## config.mk

```make
export PLATFORM = sky130hd
export DESIGN_NAME = cmp_issue_arb_flat
export DESIGN_NICKNAME = d
export VERILOG_FILES = /design/src/rtl/backend_types.sv /design/src/rtl/brb_itf.sv /design/src/rtl/cmp_issue_arb_rr_pick.sv /design/src/rtl/cmp_issue_arb.sv /design/src/flat_wrapper.sv
export SDC_FILE = /design/constraint.sdc
export NUM_CORES = 1
export LEC_CHECK = 0
export ABC_AREA = 1
export CORE_AREA = 2 2 125 127
export DETAILED_ROUTE_END_ITERATION = 12
export DIE_AREA = 0 0 127 129
export PLACE_DENSITY = 0.68
export SETUP_SLACK_MARGIN = 0.3
export SYNTH_ARGS = -nofsm -noshare
export SYNTH_HDL_FRONTEND = slang
export SYNTH_HIERARCHICAL = 1
export SYNTH_SLANG_ARGS = --single-unit
```

## constraint.sdc

```tcl
create_clock -name clk -period 2.59 [get_ports clk]
set_input_delay 0.6475 -clock clk [delete_from_list [all_inputs] [get_ports clk]]
set_output_delay 0.6475 -clock clk [all_outputs]
set_load 0.1 [all_outputs]
```

## src/rtl/backend_types.sv

```systemverilog
// Shared backend issue types: issue packet layout, branch-mask width and the
// cmp arbiter performance counter struct.
package backend_types;

  localparam int BR_MASK_W = 4;
  localparam int BR_TAG_W  = $clog2(BR_MASK_W);

  typedef enum logic [1:0] {
    CMP_EQ  = 2'd0,
    CMP_LT  = 2'd1,
    CMP_LTU = 2'd2,
    CMP_NE  = 2'd3
  } cmp_op_t;

  typedef struct packed {
    logic [BR_MASK_W-1:0] branch_mask;
    logic [5:0]           rob_idx;
  } issue_meta_t;

  typedef struct packed {
    issue_meta_t meta;
    cmp_op_t     op;
    logic [5:0]  dst;
  } issue_stage_t;

  typedef struct packed {
    logic [31:0] grants;
    logic [31:0] conflicts;
  } cmp_arb_perf_t;

endpackage

```

## src/rtl/brb_itf.sv

```systemverilog
// Branch resolution bus: a resolved branch tag is broadcast as either clean
// (speculation correct) or kill (squash dependents).
interface brb_itf;
  import backend_types::*;

  logic                broadcast;
  logic [BR_TAG_W-1:0] tag;
  logic                clean;
  logic                kill;

  modport req (input broadcast, tag, clean, kill);
  modport drv (output broadcast, tag, clean, kill);
endinterface

```

## src/rtl/cmp_issue_arb_rr_pick.sv

```systemverilog
// Round-robin priority pick: first valid index at or after ptr, wrapping.
module rr_pick #(
  parameter int NUM_REQ = 2,
  parameter int PTR_W   = $clog2(NUM_REQ)
) (
  input  logic [NUM_REQ-1:0] valid,
  input  logic [PTR_W-1:0]   ptr,
  output logic [NUM_REQ-1:0] grant,
  output logic [PTR_W-1:0]   idx
);

  localparam logic [PTR_W:0] NUM_REQ_W = (PTR_W+1)'(NUM_REQ);

  logic [PTR_W:0]   sum;
  logic [PTR_W-1:0] cand;
  logic             found;

  always_comb begin
    grant = '0;
    idx   = '0;
    found = 1'b0;
    sum   = '0;
    cand  = '0;
    for (int k = 0; k < NUM_REQ; k++) begin
      sum = {1'b0, ptr} + (PTR_W+1)'(k);
      if (sum >= NUM_REQ_W) sum = sum - NUM_REQ_W;
      cand = sum[PTR_W-1:0];
      if (!found && valid[cand]) begin
        found       = 1'b1;
        grant[cand] = 1'b1;
        idx         = cand;
      end
    end
  end

endmodule

```

## src/rtl/cmp_issue_arb.sv

```systemverilog
// Round-robin issue arbiter feeding one cmp unit through a single output register.
// Optional perf counters are built only when CMP_ISSUE_ARB_PERF_EN is defined.
module cmp_issue_arb
  import backend_types::*;
#(
  parameter int NUM_REQ = 2,
  parameter int PTR_W   = $clog2(NUM_REQ)
) (
  input  logic                           clk,
  input  logic                           rst,
  brb_itf.req                            brif,
  input  logic         [NUM_REQ-1:0]     req_valid,
  output logic         [NUM_REQ-1:0]     req_ready,
  input  issue_stage_t [NUM_REQ-1:0]     req_stage,
  input  logic         [NUM_REQ-1:0][31:0] req_a,
  input  logic         [NUM_REQ-1:0][31:0] req_b,
  output issue_stage_t                   ostage,
  output logic         [31:0]            oa,
  output logic         [31:0]            ob,
  output logic                           ovalid,
  input  logic                           oready,
  output logic         [31:0]            perf_grants,
  output logic         [31:0]            perf_conflicts
);

  localparam logic [PTR_W-1:0] LAST_IDX = PTR_W'(NUM_REQ-1);

  logic [NUM_REQ-1:0] grant;
  logic [PTR_W-1:0]   idx;
  logic [PTR_W-1:0]   rr_ptr;
  logic               load_en;
  logic               hs;
  logic               in_hit;
  logic               in_kill;
  logic               held_hit;
  issue_stage_t       in_stage;

  rr_pick #(.NUM_REQ(NUM_REQ), .PTR_W(PTR_W)) u_pick (
    .valid (req_valid),
    .ptr   (rr_ptr),
    .grant (grant),
    .idx   (idx)
  );

  assign load_en   = ~ovalid | oready;
  assign hs        = load_en & (|grant) & ~rst;
  assign req_ready = hs ? grant : '0;
  assign held_hit  = brif.broadcast & ostage.meta.branch_mask[brif.tag];

  // A branch resolving in the same cycle must also reach the packet being latched.
  always_comb begin
    in_stage = req_stage[idx];
    in_hit   = brif.broadcast & req_stage[idx].meta.branch_mask[brif.tag];
    in_kill  = in_hit & ~brif.clean & brif.kill;
    if (in_hit && brif.clean) in_stage.meta.branch_mask[brif.tag] = 1'b0;
  end

  always_ff @(posedge clk) begin
    if (rst) begin
      ovalid <= 1'b0;
      rr_ptr <= '0;
    end else if (load_en) begin
      if (hs) begin
        ostage <= in_stage;
        oa     <= req_a[idx];
        ob     <= req_b[idx];
        ovalid <= ~in_kill;
        rr_ptr <= (idx == LAST_IDX) ? '0 : idx + 1'b1;
      end else begin
        ovalid <= 1'b0;
      end
    end else if (held_hit) begin
      if (brif.clean) ostage.meta.branch_mask[brif.tag] <= 1'b0;
      else if (brif.kill) ovalid <= 1'b0;
    end
  end

`ifdef CMP_ISSUE_ARB_PERF_EN
  cmp_arb_perf_t perf;

  always_ff @(posedge clk) begin
    if (rst) begin
      perf <= '0;
    end else begin
      if (hs) perf.grants <= perf.grants + 32'd1;
      if ($countones(req_valid) >= 2) perf.conflicts <= perf.conflicts + 32'd1;
    end
  end

  assign perf_grants    = perf.grants;
  assign perf_conflicts = perf.conflicts;
`else
  assign perf_grants    = '0;
  assign perf_conflicts = '0;
`endif

endmodule

```

## src/flat_wrapper.sv

```systemverilog
// flat-port wrapper written by rule: the top's interface ports become plain ports
module cmp_issue_arb_flat import backend_types::*;
#(
  parameter int NUM_REQ = 2,
  parameter int PTR_W   = $clog2(NUM_REQ)
)
  (clk, rst, req_valid, req_ready, req_stage, req_a, req_b, ostage, oa, ob, ovalid, oready, perf_grants, perf_conflicts, brif_broadcast, brif_tag, brif_clean, brif_kill);
  brb_itf brif_i ();
  input  logic clk;
  input  logic rst;
  input  logic         [NUM_REQ-1:0] req_valid;
  output logic         [NUM_REQ-1:0] req_ready;
  input  issue_stage_t [NUM_REQ-1:0] req_stage;
  input  logic         [NUM_REQ-1:0][31:0] req_a;
  input  logic         [NUM_REQ-1:0][31:0] req_b;
  output issue_stage_t ostage;
  output logic         [31:0] oa;
  output logic         [31:0] ob;
  output logic ovalid;
  input  logic oready;
  output logic         [31:0] perf_grants;
  output logic         [31:0] perf_conflicts;
  input wire logic [$bits(brif_i.broadcast)-1:0] brif_broadcast;
  input wire logic [$bits(brif_i.tag)-1:0] brif_tag;
  input wire logic [$bits(brif_i.clean)-1:0] brif_clean;
  input wire logic [$bits(brif_i.kill)-1:0] brif_kill;
  assign brif_i.broadcast = brif_broadcast;
  assign brif_i.tag = brif_tag;
  assign brif_i.clean = brif_clean;
  assign brif_i.kill = brif_kill;
  cmp_issue_arb #(.NUM_REQ(NUM_REQ), .PTR_W(PTR_W)) u_core (.clk(clk), .rst(rst), .brif(brif_i), .req_valid(req_valid), .req_ready(req_ready), .req_stage(req_stage), .req_a(req_a), .req_b(req_b), .ostage(ostage), .oa(oa), .ob(ob), .ovalid(ovalid), .oready(oready), .perf_grants(perf_grants), .perf_conflicts(perf_conflicts));
endmodule
```

# After elaboration in Yosys (flattened, before gate mapping)
# Index checks and enable logic that the tools add are counted.
[op_classes] n_bitwise=15 n_eq_ne=2 mux=39 reduce_logical=14 order_cmp=9 add_sub_neg=4
[op_table] cell="$mux 32" n=4
[op_table] cell="$mux 18" n=3
[op_table] cell="$mux 1" n=20
[op_table] cell="$mux 4" n=4
[op_table] cell="$and 4x4->4" n=2
[op_table] cell="$and 1x1->1" n=6
[op_table] cell="$lt 1x2->1 const B" n=3
[op_table] cell="$mux 2" n=3
[op_table] cell="$reduce_and 3->1" n=2
[op_table] cell="$reduce_bool 2->1" n=3
[op_table] cell="$logic_and 1x1->1" n=5
[op_table] cell="$bmux 1 s2" n=2
[op_table] cell="$not 1->1" n=4
[op_table] cell="$not 4->4" n=1
[op_table] cell="$reduce_and 4->1" n=1
[op_table] cell="$lt 2x3->1 const B" n=1
[op_table] cell="$add 1x1->2 const B" n=1
[op_table] cell="$demux 1 s1" n=2
[op_table] cell="$demux 1 s2" n=1
[op_table] cell="$ge 1x1->1 const B" n=2
[op_table] cell="$ge 1x2->1 const B" n=1
[op_table] cell="$ge 2x1->1 const B" n=1
[op_table] cell="$ge 2x2->1 const B" n=1
[op_table] cell="$ne 2x1->1 const B" n=1
[op_table] cell="other kinds (8)" n=9
[word_totals] out_inout_bits=149 input_bits=174 regBits=84

# Longest topological paths before layout
# Gate-level depths: netlist of the first run.
[depth] ltp_word=18 ltp_mapped=16

# Cells and area by module
# Netlist of the first run, hierarchy kept.
[modules_own_cells] module="cmp_issue_arb" instances=1 seq_area_each_um2=2502.4 cells_per_inst=486 area_each_um2=4320.4
[modules_own_cells] module="rr_pick" instances=1 seq_area_each_um2=0.0 cells_per_inst=6 area_each_um2=23.8

# Worst setup path before layout of the first run
# Ideal clock, no wire load.
[synth_timing] path_type="reg2out" start="register u_core.ovalid" end="output port req_ready[0]" arrival_ps=2333 path_stages_with_launch=6 setup_slack_ps=-390 cell_sequence="dfxtp_1 inv_1 nor2_2 nor2_1 o21ai_2 nor2_1"
[synth_via] elab_chain_cells=5
[synth_lines] item="from (decl)" line="cmp_issue_arb.sv:20" source="output logic ovalid,"
[synth_lines] item="from (signal assigned)" line="cmp_issue_arb.sv:67" source="ovalid <= ~in_kill;"
[synth_lines] item="$not 1->1" line="cmp_issue_arb.sv:45" source="assign load_en = ~ovalid | oready;"
[synth_lines] item="$or 1x1->1" line="cmp_issue_arb.sv:45"
[synth_lines] item="$and 1x1->1 (2 in series)" line="cmp_issue_arb.sv:46" source="assign hs = load_en & (|grant) & ~rst;"
[synth_lines] item="$mux 2" line="cmp_issue_arb.sv:47" source="assign req_ready = hs ? grant : '0;"
[synth_lines] item="to (decl)" line="flat_wrapper.sv:12" source="output logic [NUM_REQ-1:0] req_ready;"
# No other way between the ends.

# Worst setup path after layout of the first run
[layout_timing] start="input port req_valid[1]" end="output port req_ready[0]"
[layout_via] elab_chain_cells=10
[layout_lines] item="from (decl)" line="flat_wrapper.sv:11" source="input logic [NUM_REQ-1:0] req_valid;"
[layout_lines] item="$mux 1 (not written as such) (2 in series)" line="cmp_issue_arb_rr_pick.sv:28" source="if (!found && valid[cand]) begin"
[layout_lines] item="$mux 1" line="cmp_issue_arb_rr_pick.sv:28"
[layout_lines] item="$logic_not 1->1" line="cmp_issue_arb_rr_pick.sv:28"
[layout_lines] item="$logic_and 1x1->1" line="cmp_issue_arb_rr_pick.sv:28"
[layout_lines] item="$mux 2 *" line="cmp_issue_arb_rr_pick.sv:28"
[layout_lines] item="named net u_core.grant[1]" line="cmp_issue_arb.sv:28" source="logic [NUM_REQ-1:0] grant;"
[layout_lines] item="$reduce_or 2->1 *" line="cmp_issue_arb.sv:46"
[layout_lines] item="$and 1x1->1 * (2 in series)" line="cmp_issue_arb.sv:46"
[layout_lines] item="$mux 2 *" line="cmp_issue_arb.sv:47"
# The timed path passes the listed nets; every way through them passes the cells marked *. The select of a mux whose other input is x is not followed.

==> results.json, run 1 <==
{
  "insertion_delay_ns": 0.33,
  "nets": 928,
  "cts_tree": "done",
  "yosysSeqAreaShare_pct": 57.60,
  "antenna_found_initial": 0,
  "yosys_warnings": 6,
  "fmax_ghz": 0.4490,
  "firstDrtPassIters": 4,
  "worstPathArrival_ns": 1.58,
  "status": "complete, no violations",
  "maxCapViolCount": 0,
  "cts_buffer_depth": 2,
  "path_max_fanout": 3,
  "die_w_um": 127,
  "diodes": 0,
  "drc": 0,
  "p_switching_uw": 1974,
  "finalSetupViolCount": 0,
  "crit_path_end_kind": "output port",
  "synth.avg_cell_area_um2": 8.830,
  "layout-drive-gt1-share_pct": 17.15,
  "cts_hold_buf": 0,
  "max_stage_delay_ns": 0.28,
  "relSlewSlack_pct": 64.57,
  "power.density_nw_per_um2": 665.0,
  "cpMaxStageDelayCell": "dlygate4sd2_1",
  "hold_viol_final": 0,
  "pwr-share-comb_pct": 40.1,
  "vias": 3885,
  "power.total_uw": 4697,
  "syn-instance-count": 492,
  "ios": 323,
  "cp.depth": 6,
  "critPathKind": "input pin to output port",
  "skew_ns": 0.005585,
  "sw_frac_of_total_pct": 42.03,
  "synthMostInstantiatedCell": "nand2_1",
  "synth_async_sr_flop_share_pct": 0,
  "path_delay_family": "buffers and inverters",
  "syn_to_final_growth_pct": 62.59,
  "synth_area_leaders": "edfxtp_1, nand2_1, buf_4, inv_1, clkbuf_1",
  "p_int_uw": 2723,
  "grt_pass1_wl_um": 19570,
  "yosysTopAreaCell": "edfxtp_1",
  "p_seq_share_pct": 35.5,
  "synthTopCellsByCount": "nand2_1, edfxtp_1, buf_4",
  "cp.required_ns": 1.94,
  "wl_per_cell_um": 14.09,
  "coreArea_um2": 14980,
  "clkPwrFrac_pct": 24.4,
  "cp-start-kind": "input pin",
  "slew_violations": 0,
  "ys_ff_latch": 84,
  "ctsHtreeMaxLevel": 3,
  "clkSlewWorstSetupHoldPaths_ns": 0.06,
  "path_buf_inv": 2,
  "hold_ws_ns": 0.5373,
  "worst_pin_slew_ns": 0.5314,
  "dieArea_um2": 16380,
  "grt_pass1_vias": 3672,
  "fill_cells": 1437,
  "io_buffers": 258,
  "initial_core_util_pct": 29.01,
  "final.setup.tns_ns": 0,
  "vdd_drop_max_mv": 0.2824,
  "final-seq-area_um2": 2504,
  "die_y_um": 129,
  "synth_top_area_share_pct": 56.68,
  "holdPathStages": 2,
  "path_cells": "dlygate4sd2_1 -> nand2_1 -> nand2_2 -> o21ai_4 -> nor2_4 -> buf_12",
  "netlist-cell-type-count": 21,
  "grt.total_usage_pct": 15.53,
  "multi_input_area_um2": 1489,
  "clock-sinks": 84,
  "wl_um": 13330,
  "synthFlopType": "edfxtp_1",
  "leakagePower_uw": 0.003228,
  "row_count": 45,
  "hp-class": "flop to flop",
  "synth_edf_count": 82,
  "reg2reg_depth": 7,
  "gp_congestion": 0.8479,
  "rsz0062_at_grt": "no",
  "min_period_ns": 2.227,
  "grt_max_degree": 49,
  "numCtsBuffers": 9,
  "drtIter0Drc": 314,
  "finalCritPeriodShare_pct": 86.00,
  "gr-total-overflow": 0,
  "syn-cell-area_um2": 4344,
  "cts-root-buf": "clkbuf_16",
  "viasPerCell": 4.107,
  "hpwlAfterDp_um": 10040,
  "ant_nets": 0
}
## cell families after synthesis
group / after synthesis / share of synthesized area (%)
AND/OR/NAND/NOR: 294 / 26.09
buffers and inverters: 104 / 14.92
flip-flops: 84 / 57.60
AO/OA/AOI/OAI: 9 / 1.296
other: 1 / 0.08632
## state kept, by name (all words and copies together) (netlist names)
signal / flops
u_core/oa: 32
u_core/ob: 32
u_core/ostage: 18
u_core/ovalid: 1
u_core/rr_ptr: 1
## final cells by class
cell class | count | share of cell area [%]
inverter | 22 | 1.187
multi-input combinational | 367 | 21.08
timing repair buffer | 270 | 35.29
sequential | 84 | 35.45
clock inverter | 5 | 0.4252
tap | 188 | 3.330
clock buffer | 10 | 3.242
## power groups by stage
stage | clock network, µW | logic, µW | registers (µW)
floorplan | 0 | 729 | 2410
global placement | 0 | 1870 | 1690
detailed placement | 0 | 1880 | 1700
CTS | 1190 | 1890 | 1670
global route | 1240 | 1970 | 1680
finish | 1140 | 1890 | 1670
## per-layer routing
layer	GRT usage [%]	vias to the layer above	part of all wire [%]
met5	0	-	0
met4	7.304	0	2.3
met3	3.451	20	8.5
met2	27.42	204	50
met1	17.99	1717	39
li1	-	1944	-
## per-stage QoR
stage / setup WS (ns) / cells / cell area [µm²] / util, %
3_5_place_dp: 0.09673 / 930 / 6755 / 45.10
2_1_floorplan: 0.1795 / 555 / 4587 / -
3_3_place_gp: 0.09380 / 930 / 6755 / 45.10
4_1_cts: 0.3681 / 946 / 7063 / 47.16
6_report: 0.3627 / 946 / 7063 / 47.16
5_1_grt: 0.3114 / 946 / 7063 / 47.16
## worst paths after layout
| kind | from | to | slack [ns] |
|---|---|---|---|
| max | req_valid[1] | req_ready[0] | 0.36 |
| min | u_core/rr_ptr | u_core/rr_ptr | 0.54 |
| max reg2reg | u_core/rr_ptr | u_core/ostage[8] | 0.84 |
| min reg2reg | u_core/rr_ptr | u_core/rr_ptr | 0.54 |
## worst min-delay path: stages (launching register included)
cell and delay, ns:
dfxtp_1 0.35, nand2_1 0.09, a21oi_1 0.06
## layout by cell type (no fill, tap or decap)
master / instances
nand2_1: 273
clkdlybuf4s50_1: 169
buf_4: 94
edfxtp_1: 82
conb_1: 64
inv_1: 17
clkbuf_16: 9
nand3_1: 6
nor2_4: 5
dlygate4sd2_1: 4
inv_2: 4
nand2_2: 4
clkinv_2: 3
buf_12: 3
a21oi_1: 3
nor2_2: 2
nor2_1: 2
o31ai_1: 2
clkbuf_1: 1
clkinvlp_4: 1
clkinv_4: 1
clkinv_1: 1
o21ai_4: 1
o21ai_0: 1
nand4_1: 1
o21bai_1: 1
dfxtp_2: 1
dfxtp_1: 1
nand2_4: 1
a21oi_4: 1
## repair_timing
action / in CTS / in global routing
buffers inserted: 1 / 0
endpoints found under the setup margin: 2 / 0
resized for setup: 15 / 0
Power figures use the tool's default switching activity.
==> run 2: changes to the inputs <==
- HOLD_SLACK_MARGIN: default -> 0.15
==> results of run 2 <==
Final layout, timing and power as in run 1 (identical DEF).
